### src/rtl/tx_sym_sched.sv
// Transmit symbol scheduler: reads each IFFT symbol out of the symbol buffer
// with its cyclic prefix in front, strobes the samples into the power-fix
// stage, and holds off frame completion until every sample has come back
// out of that stage.
module tx_sym_sched #(
  parameter int N_FFT   = 512,
  parameter int CP_LEN  = 128,
  parameter int ADDR_W  = 9,
  parameter int PFU_LAT = 4
) (
  input  logic              clk,
  input  logic              rst,
  input  logic              start,
  input  logic [7:0]        num_sym,
  input  logic              sym_rdy,
  output logic              sym_ack,
  output logic              rd_en,
  output logic [ADDR_W-1:0] rd_addr,
  output logic              pfu_di_vld,
  input  logic              pfu_do_vld,
  output logic              busy,
  output logic              done,
  output logic [7:0]        sym_cnt,
  output logic              underrun
);

  // One spare bit over the strict minimum so a stage that briefly returns
  // more than PFU_LAT+1 samples in flight cannot wrap the counter.
  localparam int FL_W = $clog2(PFU_LAT + 2) + 1;

  localparam logic [ADDR_W-1:0] CP_START  = ADDR_W'(N_FFT - CP_LEN);
  localparam logic [ADDR_W-1:0] LAST_ADDR = ADDR_W'(N_FFT - 1);

  typedef enum logic [2:0] {
    IDLE,
    WAIT_SYM,
    CP,
    BODY,
    ACK,
    DRAIN
  } state_t;

  state_t            state, state_nxt;
  logic [7:0]        num_lat;
  logic [FL_W-1:0]   inflight;
  logic              prev_ack;
  logic              accept;
  logic              last_rd;
  logic              load_cp;

  assign accept  = (state == IDLE) && start && (num_sym != 8'd0);
  assign last_rd = (rd_addr == LAST_ADDR);
  assign load_cp = (state == WAIT_SYM) && sym_rdy;

  // State register.
  always_ff @(posedge clk) begin
    if (rst) state <= IDLE;
    else     state <= state_nxt;
  end

  // Next-state and Moore/Mealy outputs; busy drops in the done cycle itself.
  always_comb begin
    state_nxt = state;
    rd_en     = 1'b0;
    sym_ack   = 1'b0;
    done      = 1'b0;
    busy      = (state != IDLE);
    case (state)
      IDLE: begin
        if (accept) state_nxt = WAIT_SYM;
      end
      WAIT_SYM: begin
        if (sym_rdy) state_nxt = CP;
      end
      CP: begin
        rd_en = 1'b1;
        if (last_rd) state_nxt = BODY;
      end
      BODY: begin
        rd_en = 1'b1;
        if (last_rd) state_nxt = ACK;
      end
      ACK: begin
        sym_ack = 1'b1;
        if (sym_cnt + 8'd1 == num_lat) state_nxt = DRAIN;
        else                           state_nxt = WAIT_SYM;
      end
      DRAIN: begin
        if (inflight == '0) begin
          done      = 1'b1;
          busy      = 1'b0;
          state_nxt = IDLE;
        end
      end
      default: state_nxt = IDLE;
    endcase
  end

  // Read address: CP starts at N_FFT-CP_LEN and wraps to 0 for the body;
  // after the last body read it parks on N_FFT-1 until the next symbol.
  always_ff @(posedge clk) begin
    if (rst) begin
      rd_addr <= '0;
    end else if (load_cp) begin
      rd_addr <= CP_START;
    end else if (state == CP) begin
      rd_addr <= last_rd ? '0 : rd_addr + ADDR_W'(1);
    end else if (state == BODY && !last_rd) begin
      rd_addr <= rd_addr + ADDR_W'(1);
    end
  end

  // Read data lands one cycle after rd_en, so the strobe follows it by one.
  always_ff @(posedge clk) begin
    if (rst) pfu_di_vld <= 1'b0;
    else     pfu_di_vld <= rd_en;
  end

  // Frame bookkeeping: symbol count, latched length and sticky underrun.
  always_ff @(posedge clk) begin
    if (rst) begin
      num_lat  <= '0;
      sym_cnt  <= '0;
      underrun <= 1'b0;
      prev_ack <= 1'b0;
    end else begin
      prev_ack <= (state == ACK);
      if (accept) begin
        num_lat  <= num_sym;
        sym_cnt  <= '0;
        underrun <= 1'b0;
      end else begin
        if (state == ACK) sym_cnt <= sym_cnt + 8'd1;
        // Only the first WAIT_SYM cycle after an ack counts as "next symbol
        // due"; waiting for the very first symbol of a frame is not a fault.
        if (state == WAIT_SYM && !sym_rdy && sym_cnt != 8'd0 && prev_ack)
          underrun <= 1'b1;
      end
    end
  end

  // Samples inside the power-fix stage; a stray return at zero is ignored.
  always_ff @(posedge clk) begin
    if (rst) begin
      inflight <= '0;
    end else begin
      case ({pfu_di_vld, pfu_do_vld})
        2'b10:   inflight <= inflight + FL_W'(1);
        2'b01:   if (inflight != '0) inflight <= inflight - FL_W'(1);
        default: inflight <= inflight;
      endcase
    end
  end

endmodule
### config.mk
export PLATFORM = sky130hd
export DESIGN_NAME = tx_sym_sched
export DESIGN_NICKNAME = d
export VERILOG_FILES = /design/src/rtl/tx_sym_sched.sv
export SDC_FILE = /design/constraint.sdc
export NUM_CORES = 1
export LEC_CHECK = 0
export CELL_PAD_IN_SITES_DETAIL_PLACEMENT = 0
export CELL_PAD_IN_SITES_GLOBAL_PLACEMENT = 2
export CORE_MARGIN = 10
export CORE_UTILIZATION = 30
export DETAILED_ROUTE_END_ITERATION = 7
export PLACE_DENSITY = 0.79
export SLEW_MARGIN = 40
export SYNTH_ARGS = -nofsm -noshare
export SYNTH_HDL_FRONTEND = slang
export SYNTH_SLANG_ARGS = --single-unit
### constraint.sdc
create_clock -name clk -period 2.6 [get_ports clk]
set_input_delay 0.26 -clock clk [delete_from_list [all_inputs] [get_ports clk]]
set_output_delay 0.26 -clock clk [all_outputs]
set_load 0.005 [all_outputs]
* Yosys cells after proc, flatten, opt, wreduce, memory -nomap -nowiden *
Cells that the tools add are included.

storage, ports and cells
  word-level logic and storage cells = 70
  bits of input ports = 13
  register bits = 35

cells by class
  $add $sub $neg = 4
  reduce and logical (&&, ||, !) cells = 23
  muxes and demuxes = 19
  eq/ne operators = 15

operators by type and width
  kind                                                  count
  two-way mux 9 bit                                     4
  two-way mux 3 bit                                     6
  one-hot mux 3 bit (6 select lines)                    1
  nonzero test 8 bit                                    2
  != test 2 bit (second input constant)                 6
  adder 9 x 1 -> 9 bit (second input constant)          1
  equality test 9 bit (second input constant)           1
  adder 8 x 1 -> 8 bit (second input constant)          1
  equality test 8 bit                                   1
  one-hot mux 4 bit (2 select lines)                    1
  logical AND 1 bit                                     7
  equality test 3 x 2 -> 1 bit (second input constant)  2
  equality test 3 bit (second input constant)           2
  two-way mux 1 bit                                     6
  nonzero test 3 bit                                    2
  OR reduction 2 bit                                    3
  AND reduction 5 bit                                   1
  adder 4 x 1 -> 4 bit (second input constant)          1
  zero test 4 bit                                       1
  two-way mux 4 bit                                     1
  nonzero test 2 bit                                    2
  nonzero test 4 bit                                    1
  subtractor 4 x 1 -> 4 bit (second input constant)     1
  equality test 3 x 1 -> 1 bit (second input constant)  1
  5 further kinds                                       6

* Longest topological paths before layout *
Gate-level depths: netlist of the first run.

  depth after elaboration = 6
  mapped depth = 10

* Least setup slack after synthesis of the first run *
No wires, ideal clock.

  path type = reg2reg
  from = register rd_addr[0]
  to = register rd_addr[5]
  slack = 0.291 ns
  data required time = 2.530 ns
  period minus slack after synthesis = 2.309 ns
  stages on the path, launching flop included = 9
  setup time = 0.070 ns
  arrival = 2.238 ns
  cells stage by stage = dfxtp_1 -> ha_1 -> and3_1 -> and3_1 -> and3_1 -> ha_1 -> or2_2 -> or4_1 -> a21oi_1

between the ends
  word-level cells in the longest chain between the ends = 4

ends and longest elaborated chain
  element                                                       RTL line  source
  from (decl)                                                   18        output logic [ADDR_W-1:0] rd_addr,
  from (signal assigned)                                        107       rd_addr <= last_rd ? '0 : rd_addr + ADDR_W'(1);
  from (signal assigned)                                        109       rd_addr <= rd_addr + ADDR_W'(1);
  branches (longest 4 deep; another with adder 9 x 1 -> 9 bit)  n/a

Several ways; the timed one is not identified. The select of a mux whose other input is x is not followed.
A chain may end at the register's enable or synchronous reset.

* Worst setup path in the final report of the first run *
Same ends and word-level chain as after synthesis.

==> results.py, run 1 <==
metrics = {
    "outcome": {
        "status": "completed",
    },
    "sta": {
        "setup_viol": 0,
        "worst_slack_ns": 0.242,
        "tns_ns": 0,
        "fin_crit_sh_pct": 90.7,
        "timing.final.crit_period_ns": 2.36,
        "fmax_mhz": 424,
        "hold_ws_ns": 0.472,
        "final_max_slew_viol_count": 0,
        "worstMarginPinSlew_ns": 0.495,
        "maxSlewHeadroom_pct": 66.7,
        "skew_ns": 0.00493,
        "rsz0062_at_grt": "false",
        "hold_viol_final": 0,
    },
    "setup_path": {
        "crit_arrival_ns": 2.58,
        "cpPeakStageDelay_ns": 0.50,
        "cpMaxStageDelayCell": "or4_1",
        "crit_path_start_kind": "register",
        "path_cells": "ha_1, and3_1, and3_1, and3_1, ha_2, or2_2, or4_1, a21oi_1",
        "cp.required_ns": 2.82,
        "ff2ff_path_depth": 8,
        "cp-startpoint": "rd_addr[0]",
        "cpMostUsedCell": "and3_1",
        "cp-end-kind": "register",
        "cp_max_fo": 6,
        "worstReg2RegStart": "rd_addr[0]",
        "critical_path_class": "reg2reg",
    },
    "floorplan": {
        "die_w_um": 101,
        "core_um2": 6350,
        "dieHeight_um": 101,
        "start_util_pct": 30.8,
        "ios": 36,
        "die_area_um2": 10100,
        "placement_rows": 29,
    },
    "cts": {
        "clkSinkCount": 35,
        "cts_buffers": 5,
        "cts-root-buf": "clkbuf_8",
        "cts.clk_slew.worst_paths_ns": 0.07,
        "htree_levels": 2,
        "clock_latency_ns": 0.28,
        "cts_hold_buf": 0,
        "clockBufferDepth": 2,
        "cts_tree": "built",
    },
    "synthesis": {
        "syn-cell-area_um2": 1950,
        "synth_nets": 267,
        "async_flop_share_pct": 0,
        "syn_area_per_cell_um2": 7.91,
        "ys_warn_count": 0,
        "ys_ff_latch": 35,
        "synth_ff_type": "dfxtp_1",
        "ys_seq_area_share_pct": 35.9,
        "synth_edf_count": 0,
        "syn_inst": 247,
        "synth.distinct_cells": 48,
    },
    "power_and_ir_drop": {
        "p_switching_mw": 0.749,
        "p_seq_share_pct": 39.2,
        "p_leak_nw": 0.908,
        "clockPowerShare_pct": 19.1,
        "p_per_area_nw_per_um2": 802,
        "power_frac_comb_pct": 41.7,
        "p_int_mw": 1.23,
        "ir_drop_v": 0.000405,
        "switching_share_pct": 37.8,
    },
    "global_routing": {
        "antenna_found_initial": 0,
        "gr-total-overflow": 0,
        "grt_pass1_vias": 1780,
        "grt_pass1_wl_mm": 8.53,
        "track_usage_pct": 10.2,
        "grt_max_degree": 19,
    },
    "finish": {
        "drive_above_1_share_pct": 7.75,
        "num_antenna_cells": 0,
        "areaGrowthSynthToFinish_pct": 26.6,
        "layout_common_cells": "clkdlybuf4s50_1, dfxtp_1, nor2_1, a21oi_1, nand2_1",
        "nNetsFinal": 303,
        "fillers": 661,
        "fin_util_pct": 39.0,
        "layout_commonest_cell": "clkdlybuf4s50_1",
    },
    "hold_path": {
        "hp-class": "reg2reg",
        "min_path_cells": 2,
        "worstHoldStart": "num_lat[3]",
    },
    "routing": {
        "drt-total-wl_mm": 4.89,
        "drc": 0,
        "drtAntennaViolNets": 0,
        "firstDrtPassIters": 4,
        "vias": 1801,
        "wire_per_inst_um": 13.6,
        "via_per_inst": 4.99,
        "drt_iter0_markers": 76,
    },
    "placement": {
        "portBuffers": 35,
        "place_ws_ns": 0.192,
        "gp_congestion": 0.713,
        "place.detailed.hpwl_mm": 3.72,
    },
    "run": {
        "cap_viol_max_count": 0,
    },
}
## flip-flops by register name, summed over array words and instances (netlist names)
| signal | cells |
|---|---|
| num_lat | 8 |
| rd_addr | 9 |
| sym_cnt | 8 |
| state | 3 |
| prev_ack | 1 |
| pfu_di_vld | 1 |
| inflight | 4 |
| underrun | 1 |
## stage by stage
stage	power [mW]	cell area (µm²)	instances
after floorplan	1.35	1950	247
after detailed placement	1.63	2390	353
final	1.98	2470	361
after CTS	2.02	2470	361
after global routing	2.18	2470	361
after global placement	1.62	2390	353
## kinds of logic (layout without fill, tap and decap cells)
family,count (synthesis),count (layout),share of synthesized area [%]
xor+xnor,19,19,8.51
fa+ha+maj,7,7,4.87
flops,35,35,35.9
simple gates,109,109,28.9
compound gates,56,56,17.2
buf+inv,21,58,4.67
## metal layers
metal / up-vias / part of all wire, % / GRT usage (%)
li1: 940 / - / -
met1: 820 / 50 / 13.5
met2: 36 / 44 / 15.1
met3: 5 / 5.3 / 3.16
met4: 0 / 1.2 / 3.59
met5: - / 0 / 0
## layout make-up
cell class | instances | area [µm²] | area share [%]
inverter | 9 | 35.0 | 1.42
multi-input combinational | 191 | 1160 | 47.1
timing repair buffer | 41 | 395 | 16.0
clock buffer | 7 | 76.3 | 3.08
tap | 77 | 96.3 | 3.89
clock inverter | 1 | 5.00 | 0.202
sequential | 35 | 702 | 28.4
## worst paths after layout
check / to / slack (ns)
setup reg to reg: rd_addr[5] / 0.24
hold reg to reg: num_lat[3] / 0.47
hold / removal: num_lat[3] / 0.47
setup / recovery: rd_addr[5] / 0.24
## power groups by stage
stage | clock (mW) | sequential [mW] | combinational (mW)
6_report | 0.379 | 0.778 | 0.827
5_1_grt | 0.423 | 0.800 | 0.955
4_1_cts | 0.402 | 0.778 | 0.843
3_5_place_dp | 0 | 0.790 | 0.839
3_3_place_gp | 0 | 0.788 | 0.837
2_1_floorplan | 0 | 0.714 | 0.631
## Yosys cell counts (all sizes together), types with 4 or more instances
cell	instances	area, µm²
buf	5	30.0
nor3	6	35.0
nand2b	6	37.5
nand3	15	75.1
nand2	25	96.4
dfxtp	35	701
o21ai	11	55.1
a21oi	25	125
nand4	4	25.0
nor2	29	109
a211oi	4	30.0
a22oi	4	30.0
and3	4	25.0
ha	6	75.1
xnor2	9	78.8
xor2	10	87.6
inv	8	30.0
clkbuf	7	26.3
## what timing repair did
item | in CTS | in global routing
setup endpoints to repair | 0 | 2
resized for setup | 0 | 2
buffers inserted | 0 | 0
## worst max-delay path, delay by kind of cell (launching register included)
family	cells	cell delay [ns]
flops	1	0.35
fa+ha+maj	2	0.41
simple gates	5	1.40
compound gates	1	0.14
Power figures use the tool's default switching activity.
==> inputs of run 2 (changes only) <==
--- a/config.mk
+++ b/config.mk
@@ -5,10 +5,11 @@
 export SDC_FILE = /design/constraint.sdc
 export NUM_CORES = 1
 export LEC_CHECK = 0
+export ABC_AREA = 1
 export CELL_PAD_IN_SITES_DETAIL_PLACEMENT = 0
 export CELL_PAD_IN_SITES_GLOBAL_PLACEMENT = 2
 export CORE_MARGIN = 10
-export CORE_UTILIZATION = 30
+export CORE_UTILIZATION = 28
 export DETAILED_ROUTE_END_ITERATION = 7
 export PLACE_DENSITY = 0.79
 export SLEW_MARGIN = 40
==> results.py, run 2 <==
metrics = {
    "finish": {
        "seq_area_um2": 701,
        "nNetsFinal": 349,
        "fillers": 747,
        "layout_commonest_cell": "nand2_1",
        "drive_above_1_share_pct": 7.93,
        "largest_register": "rd_addr",
        "top_regs": "rd_addr x9, num_lat x8, sym_cnt x8",
        "final_cells": 424,
        "layout_common_cells": "nand2_1, dfxtp_1, clkdlybuf4s50_1, inv_1, nor2_1",
        "num_antenna_cells": 0,
        "multi_input_area_um2": 1060,
        "design_area_um2": 2480,
        "largest_reg_flops": 9,
        "areaGrowthSynthToFinish_pct": 27.4,
    },
    "global_routing": {
        "track_usage_pct": 10.3,
        "grt_pass1_vias": 1901,
        "gr-total-overflow": 0,
        "grt_max_degree": 19,
        "grt_pass1_wl_mm": 8.76,
        "antenna_found_initial": 0,
    },
    "routing": {
        "wire_per_inst_um": 12.2,
        "drtAntennaViolNets": 0,
        "drc": 0,
        "firstDrtPassIters": 6,
        "via_per_inst": 4.50,
        "vias": 1909,
        "drt_iter0_markers": 54,
        "drt-total-wl_mm": 5.16,
    },
    "sta": {
        "skew_ns": 0.00320,
        "worst_slack_ns": 0.454,
        "timing.final.crit_period_ns": 2.15,
        "setup_viol": 0,
        "maxSlewHeadroom_pct": 69.3,
        "final_max_slew_viol_count": 0,
        "fmax_mhz": 466,
        "hold_viol_final": 0,
        "hold_ws_ns": 0.461,
        "tns_ns": 0,
        "fin_crit_sh_pct": 82.5,
        "worstMarginPinSlew_ns": 0.460,
        "rsz0062_at_grt": "false",
    },
    "cts": {
        "cts_hold_buf": 0,
        "cts-root-buf": "clkbuf_8",
        "clkSinkCount": 35,
        "cts-resized-gates": 0,
        "htree_levels": 2,
        "clockBufferDepth": 2,
        "clock_latency_ns": 0.28,
        "cts_buffers": 5,
        "post_cts_buffers": 0,
        "cts_tree": "built",
        "cts.clk_slew.worst_paths_ns": 0.07,
    },
    "synthesis": {
        "syn_area_per_cell_um2": 6.75,
        "ys_warn_count": 0,
        "synth_nets": 309,
        "async_flop_share_pct": 0,
        "ys_ff_latch": 35,
        "synthTopCellsByCount": "nand2_1, dfxtp_1, inv_1, nor2_1, nand3_1",
        "synth_edf_count": 0,
        "synth_top_area_share_pct": 35.9,
        "netlist_top_cells_area": "dfxtp_1, nand2_1, nand3_1",
        "synth_ff_type": "dfxtp_1",
        "synth_most_common_cell": "nand2_1",
        "syn-cell-area_um2": 1950,
        "syn_inst": 289,
        "synth_top_area_cell": "dfxtp_1",
        "synth.distinct_cells": 32,
        "ys_seq_area_share_pct": 35.9,
    },
    "setup_path": {
        "cp_max_fo": 7,
        "critical_path_class": "reg2out",
        "worstReg2RegStart": "rd_addr[0]",
        "cp-end-kind": "output port",
        "crit_path_start_kind": "register",
        "ff2ff_path_depth": 12,
        "cp.required_ns": 2.34,
        "crit_arrival_ns": 1.89,
        "cp-startpoint": "state[2]",
    },
    "floorplan": {
        "die_w_um": 103,
        "start_util_pct": 28.7,
        "core_um2": 6790,
        "die_area_um2": 10700,
        "placement_rows": 30,
        "dieHeight_um": 103,
        "ios": 36,
    },
    "placement": {
        "portBuffers": 35,
        "placed_cells": 418,
        "gp_congestion": 0.799,
        "place.detailed.hpwl_mm": 4.02,
        "dpl_cell_area_um2": 2410,
        "place_ws_ns": 0.533,
    },
    "hold_path": {
        "worstHoldStart": "inflight[0]",
        "min_path_cells": 1,
        "hp-class": "reg2reg",
    },
    "power_and_ir_drop": {
        "ir_drop_v": 0.000339,
        "p_leak_nw": 0.977,
        "p_per_area_nw_per_um2": 816,
    },
    "outcome": {
        "status": "completed",
    },
    "run": {
        "cap_viol_max_count": 0,
    },
}
## run 2: changes by cell type in the layout (fill, tap and decap cells not counted), moves of 8 or more
cell / previous run / this run
inv_1: 8 / 33
inv_2: 0 / 11
nand2_1: 24 / 66
nand3_1: 15 / 27
o21ai_1: 1 / 10
xnor2_1: 9 / 1
xor2_1: 10 / 2
## run 2: worst max-delay path: stages, from the launching register on
cell and delay [ns]:
dfxtp_1 0.47, inv_2 0.16, nor4_1 0.40, clkdlybuf4s50_1 0.58
## run 2: final timing paths
| kind | end | slack (ns) |
|---|---|---|
| max | done | 0.45 |
| min | inflight[0] | 0.46 |
| max reg2reg | rd_addr[4] | 0.53 |
| min reg2reg | inflight[0] | 0.46 |
## run 2: logic make-up (layout without fill, tap and decap cells)
| family | count (synthesis) | in the layout | synth area share [%] |
|---|---|---|---|
| adders and majority gates | 7 | 7 | 4.88 |
| buffers and inverters | 48 | 87 | 9.50 |
| AOI/OAI and AO/OA | 54 | 54 | 15.8 |
| DFF | 35 | 35 | 35.9 |
| and+or+nand+nor | 142 | 142 | 32.5 |
| xor gates and xnor gates | 3 | 3 | 1.35 |
## run 2: final cells by class
class | instances | share of cell area (%)
Timing Repair Buffer | 36 | 14.4
Clock buffer | 6 | 2.92
Sequential cell | 35 | 28.2
Tap cell | 96 | 4.84
Inverter | 45 | 6.80
Multi-Input combinational cell | 206 | 42.8
## run 2: metal layers
metal	vias up	share of wire (%)	GRT usage, %
met5	-	0	0
met4	0	1.7	3.21
met3	9	4.7	2.99
met2	39	46	17.4
met1	844	47	12.2
li1	1017	-	-
## run 2: power breakdown
group          total (mW)  internal [mW]  switching (mW)
Sequential          0.772          0.660           0.111
Clock               0.361          0.179           0.182
Combinational       0.894          0.366           0.528
## run 2: stage by stage
| stage | power [mW] | util (%) |
|---|---|---|
| after floorplan | 1.39 | - |
| after detailed placement | 1.69 | 35.5 |
| after global routing | 2.24 | 36.6 |
| final | 2.03 | 36.6 |
| after global placement | 1.69 | 35.5 |
| after CTS | 2.06 | 36.6 |
